==> config.mk <==
export PLATFORM = sky130hd
export DESIGN_NAME = sr_pulse_driver_flat
export DESIGN_NICKNAME = d
export VERILOG_FILES = /design/src/rtl/sr_pulse_driver_if.sv /design/src/rtl/sr_pulse_driver.sv /design/src/flat_wrapper.sv
export SDC_FILE = /design/constraint.sdc
export NUM_CORES = 1
export LEC_CHECK = 0
export ABC_AREA = 1
export BUFFER_PORTS_ARGS = -buffer_cell sky130_fd_sc_hd__buf_2
export CORE_ASPECT_RATIO = 1.75
export CORE_MARGIN = 2
export CORE_UTILIZATION = 55
export CTS_CLUSTER_SIZE = 14
export DETAILED_ROUTE_END_ITERATION = 10
export GPL_TIMING_DRIVEN = 0
export PLACE_DENSITY = 0.73
export SLEW_MARGIN = 20
export SYNTH_ARGS = -nofsm -noshare
export SYNTH_HDL_FRONTEND = slang
export SYNTH_SLANG_ARGS = --single-unit
==> constraint.sdc <==
create_clock -name clk -period 2.6 [get_ports clk]
set_clock_uncertainty 0.15 [all_clocks]
set_input_delay 0.39 -clock clk [delete_from_list [all_inputs] [get_ports clk]]
set_output_delay 0.39 -clock clk [all_outputs]
set_load 0.005 [all_outputs]
==> src/rtl/sr_pulse_driver_if.sv <==
// Signal bundle between the set/reset request source and the pulse driver.
// The master drives the raw requests and the gate; the slave returns the
// pulses and the Q/Qn flag.
interface sr_pulse_driver_if;
    logic s_in;
    logic r_in;
    logic g;
    logic s_pulse;
    logic r_pulse;
    logic q;
    logic qn;

    modport master (
        output s_in, r_in, g,
        input  s_pulse, r_pulse, q, qn
    );

    modport slave (
        input  s_in, r_in, g,
        output s_pulse, r_pulse, q, qn
    );
endinterface

==> src/rtl/sr_pulse_driver.sv <==
// Clocked replacement for a NOR set/reset latch. Raw set/reset levels are
// synchronized and debounced per channel. Accepted rising edges become
// single-cycle pulses, and a three-state flag FSM drives registered Q/Qn.
// Channel 0 is set, channel 1 is reset.
module sr_pulse_driver #(
    parameter int SYNC_STAGES     = 2,
    parameter int DEBOUNCE_CYCLES = 4,
    parameter int CNT_WIDTH       = 8
) (
    input  logic               clk,
    input  logic               rst_n,
    sr_pulse_driver_if.slave   bus
);

    typedef enum logic [1:0] {
        RESET_ST = 2'd0,
        SET_ST   = 2'd1,
        FORBID   = 2'd2
    } state_t;

    // Count value at which a differing sample is accepted as the new level.
    localparam logic [CNT_WIDTH-1:0] CNT_LAST = CNT_WIDTH'(DEBOUNCE_CYCLES - 1);

    logic [1:0] raw_lvl;
    logic [1:0] db_lvl;
    logic [1:0] pulse_lvl;

    assign raw_lvl = {bus.r_in, bus.s_in};

    genvar gi;
    generate
        for (gi = 0; gi < 2; gi++) begin : g_chan
            logic [SYNC_STAGES-1:0] sync_reg;
            logic [CNT_WIDTH-1:0]   cnt_reg;
            logic [CNT_WIDTH-1:0]   cnt_next;
            logic                   db_reg;
            logic                   db_next;
            logic                   db_d_reg;
            logic                   pulse_reg;
            logic                   sync_out;

            assign sync_out = sync_reg[SYNC_STAGES-1];

            // Synchronizer chain for the raw asynchronous request.
            always_ff @(posedge clk or negedge rst_n) begin
                if (!rst_n) begin
                    sync_reg <= '0;
                end else begin
                    sync_reg <= {sync_reg[SYNC_STAGES-2:0], raw_lvl[gi]};
                end
            end

            // Debounce: any sample agreeing with the accepted level restarts the count.
            always_comb begin
                cnt_next = '0;
                db_next  = db_reg;
                if (sync_out != db_reg) begin
                    if (cnt_reg == CNT_LAST) begin
                        db_next = sync_out;
                    end else begin
                        cnt_next = cnt_reg + 1'b1;
                    end
                end
            end

            // Debounced level, its one-cycle delay and the gated rising-edge pulse.
            always_ff @(posedge clk or negedge rst_n) begin
                if (!rst_n) begin
                    cnt_reg   <= '0;
                    db_reg    <= 1'b0;
                    db_d_reg  <= 1'b0;
                    pulse_reg <= 1'b0;
                end else begin
                    cnt_reg   <= cnt_next;
                    db_reg    <= db_next;
                    db_d_reg  <= db_reg;
                    pulse_reg <= db_reg & ~db_d_reg & bus.g;
                end
            end

            assign db_lvl[gi]    = db_reg;
            assign pulse_lvl[gi] = pulse_reg;
        end
    endgenerate

    state_t state_reg;
    state_t state_next;
    logic   q_reg;
    logic   q_next;
    logic   qn_reg;
    logic   qn_next;

    // State register; Q/Qn are flops loaded alongside the state.
    always_ff @(posedge clk or negedge rst_n) begin
        if (!rst_n) begin
            state_reg <= RESET_ST;
            q_reg     <= 1'b0;
            qn_reg    <= 1'b1;
        end else begin
            state_reg <= state_next;
            q_reg     <= q_next;
            qn_reg    <= qn_next;
        end
    end

    // Next state from the debounced (reset, set) pair; gate low holds.
    always_comb begin
        state_next = state_reg;
        if (bus.g) begin
            case (db_lvl)
                2'b01:   state_next = SET_ST;
                2'b10:   state_next = RESET_ST;
                2'b11:   state_next = FORBID;
                default: begin
                    if (state_reg == FORBID) begin
                        state_next = RESET_ST;
                    end
                end
            endcase
        end
    end

    // Output decode of the upcoming state so Q/Qn change on the same edge as the state.
    always_comb begin
        q_next  = 1'b0;
        qn_next = 1'b1;
        case (state_next)
            SET_ST: begin
                q_next  = 1'b1;
                qn_next = 1'b0;
            end
            FORBID: begin
                q_next  = 1'b0;
                qn_next = 1'b0;
            end
            default: begin
                q_next  = 1'b0;
                qn_next = 1'b1;
            end
        endcase
    end

    assign bus.s_pulse = pulse_lvl[0];
    assign bus.r_pulse = pulse_lvl[1];
    assign bus.q       = q_reg;
    assign bus.qn      = qn_reg;

endmodule

==> src/flat_wrapper.sv <==
// flat-port wrapper written by rule: the top's interface ports become plain ports
module sr_pulse_driver_flat 
#(
    parameter int SYNC_STAGES     = 2,
    parameter int DEBOUNCE_CYCLES = 4,
    parameter int CNT_WIDTH       = 8
)
  (clk, rst_n, bus_s_in, bus_r_in, bus_g, bus_s_pulse, bus_r_pulse, bus_q, bus_qn);
  sr_pulse_driver_if bus_i ();
  input  logic clk;
  input  logic rst_n;
  input wire logic [$bits(bus_i.s_in)-1:0] bus_s_in;
  input wire logic [$bits(bus_i.r_in)-1:0] bus_r_in;
  input wire logic [$bits(bus_i.g)-1:0] bus_g;
  output wire logic [$bits(bus_i.s_pulse)-1:0] bus_s_pulse;
  output wire logic [$bits(bus_i.r_pulse)-1:0] bus_r_pulse;
  output wire logic [$bits(bus_i.q)-1:0] bus_q;
  output wire logic [$bits(bus_i.qn)-1:0] bus_qn;
  assign bus_i.s_in = bus_s_in;
  assign bus_i.r_in = bus_r_in;
  assign bus_i.g = bus_g;
  assign bus_s_pulse = bus_i.s_pulse;
  assign bus_r_pulse = bus_i.r_pulse;
  assign bus_q = bus_i.q;
  assign bus_qn = bus_i.qn;
  sr_pulse_driver #(.SYNC_STAGES(SYNC_STAGES), .DEBOUNCE_CYCLES(DEBOUNCE_CYCLES), .CNT_WIDTH(CNT_WIDTH)) u_core (.clk(clk), .rst_n(rst_n), .bus(bus_i));
endmodule
==> flow_summary.ini <==
[route]
drtPass1Iterations = 4
vias = 951
routedWlPerCell_um = 12.1
drc = 0
viasPerCell = 4.98
first_iter_violations = 18
wl_mm = 2.31
drtAntennaViolNets = 0

[flow_run]
cap_viol_max_count = 0

[yosys]
yosys.area_share.adder_pct = 4.59
synthMuxAreaShare_pct = 0
synth-xor-area-share_pct = 5.69
synth_cell_types = 22
ys_ff_latch = 30
synth-compound-area-share_pct = 3.21
synth.cell_area_sq_um = 1360
syn_nets = 159
synth_simple_gate_area_share_pct = 25.9
synth_top_family_by_area = simple AND/OR/NAND/NOR gates
synthCells = 149
avgSynthCellArea_sq_um = 9.15
yosys_warnings = 0
synth_seq_area_share_pct = 55.1

[timing]
fmax_mhz = 700
whs_ns = 0.0685
period_minus_slack_ns = 1.43
tightest_slew_ns = 0.649
final_hold_viol_count = 0
min_period_over_period_pct = 54.9
setup_viol = 0
slew_headroom_pct = 56.7
setup_tns_ns = 0
rsz0062_at_grt = no
final_max_slew_viol_count = 0

[floorplan]
die_y_um = 69.9
num_rows = 23
ios = 9
dieArea_sq_um = 2910
start_util_pct = 58.5
core_sq_um = 2330
die_w_um = 41.6

[cells_and_area]
nNetsFinal = 175
final-instance-count-excl-fill = 191
final_layout_size_suffix_gt1_share_pct = 19.9
largest_reg_flops = 16
antennaDiodeCount = 0
area_delta_synth_final_pct = 14.0
final_util_pct = 66.7

[worst_setup_path]
crit_fanout = 1
worst-setup-path-type = reg -> out
critPathCaptureType = output port
path_buf_inv = 1
r2r_end = u_core.g_chan[1].cnt_reg[0]
cp_slowest_cell = dfstp_2
cp.required_ns = 2.06
cp-start-kind = register
crit_path_max_incr_delay_ns = 0.51
crit_chain = buf_2
rrSetupSlack_ns = 1.17
cp_data_arrival_time_ns = 0.89
reg2reg_from = u_core.g_chan[1].cnt_reg[0]
r2r_cells = 5
critical_path.top_delay_family = flip-flops

[clock_tree]
clk_pin_slew_ns = 0.06
cts_buffers = 5
clockBufferDepth = 2
cts-root-buf = clkbuf_8
clkSinkCount = 30
h-tree-depth = 2
cts_tree = yes
clk_latency_ns = 0.28

[outcome]
status = finished, final reports clean

[pwr]
ir_drop_mv = 0.594
p_per_area_nw_per_um2 = 887
finalPower_mw = 1.38
cellLeakagePower_nw = 0.764

[placement]
gp_congestion = 0.795
port_buffers = 8
place_inst = 182
hpwl_mm = 1.75

[hold_path]
whs_path_depth = 1
min_from = bus_r_in
worst_hold_path_type = in -> reg
worstHoldEndpoint = u_core.g_chan[1].sync_reg[0]

[global_route]
grt_pass1_vias = 1092
grt_antenna_before_repair = 0
track_usage_pct = 20.1
grt_max_degree = 31
grt_pass1_wl_mm = 4.31
gr-total-overflow = 0
==> report_power, final <==
part / leakage, nW / switching [mW] / internal [mW]
Sequential: 0.391 / 0.0920 / 0.575
Clock: 0.0575 / 0.167 / 0.267
Combinational: 0.316 / 0.165 / 0.113
Total: 0.764 / 0.424 / 0.955
==> layout by cell type (no fill, tap or decap) <==
cell	count
o21ai_1	1
buf_2	8
a22oi_1	1
nor2_1	24
xor2_1	5
nand2_1	33
dlygate4sd3_1	1
xor2_2	1
and2_4	1
inv_2	1
ha_1	5
nand3_1	8
dfstp_2	1
nand3_2	2
clkbuf_8	8
o21ai_0	1
nor2_2	5
a21oi_1	2
inv_1	19
dfrtp_1	29
a21oi_2	1
nand2_2	5
nor3b_1	1
o21bai_1	1
xnor2_1	2
==> cells by family (layout without fill, tap and decap cells) <==
kind of cell               after synthesis  count (layout)
and+or+nand+nor                         79              79
DFF                                     30              30
buffers and inverters                   20              37
xor gates and xnor gates                 8               8
AOI/OAI and AO/OA                        7               7
adders and majority gates                5               5
==> metrics by stage <==
stage | worst slack, ns | area (sq um)
CTS | 1.16 | 1560
detailed placement | 1.18 | 1440
global route | 0.988 | 1560
global placement | 1.22 | 1440
finish | 1.17 | 1560
floorplan | 1.32 | 1360
==> area by class of cell <==
cell class	instances	area, sq um
Multi-Input combinational cell	99	537
Timing Repair Buffer	9	50.0
Sequential cell	30	752
Fill cell	187	776
Tap cell	25	31.3
Clock buffer	8	110
Inverter	20	75.1
==> what timing repair did <==
item	CTS	global route
resized for setup	0	0
setup buffers	0	0
hold endpoints to repair	9	0
hold buffers	1	0
endpoints found under the setup margin	0	0
==> worst max-delay path by stage <==
| stage | startpoint | end | slack (ns) | cells past startpoint |
|---|---|---|---|---|
| after global routing | u_core.g_chan[1].cnt_reg[0] | u_core.g_chan[1].cnt_reg[0] | 0.99 | 5 |
| after global placement | u_core.g_chan[1].cnt_reg[0] | u_core.g_chan[1].cnt_reg[0] | 1.22 | 5 |
| final | u_core.bus.qn | bus_qn | 1.17 | 1 |
| after floorplan | u_core.g_chan[0].db_reg | u_core.bus.qn | 1.32 | 5 |
| after detailed placement | u_core.g_chan[1].cnt_reg[0] | u_core.g_chan[1].cnt_reg[0] | 1.18 | 5 |
| after CTS | u_core.bus.qn | bus_qn | 1.16 | 1 |
==> synth_stat cells, drive strengths merged <==
cell type	number	area [sq um]
dfrtp	29	726
o21ai	2	10.0
o21bai	1	7.51
nand3	10	60.1
nor2	29	121
a21oi	3	18.8
nand2	38	155
and2	1	8.76
xor2	6	60.1
nor3b	1	7.51
dfstp	1	26.3
inv	20	75.1
a22oi	1	7.51
xnor2	2	17.5
ha	5	62.6
==> metal layers <==
| layer | vias up | global-route usage, % | routed length (um) |
|---|---|---|---|
| met5 | - | 0 | 0 |
| met4 | 0 | 13.6 | 56 |
| met3 | 6 | 8.01 | 64 |
| met2 | 13 | 35.9 | 1360 |
| met1 | 450 | 17.1 | 828 |
| li1 | 482 | - | - |
Power figures use the tool's default switching activity.
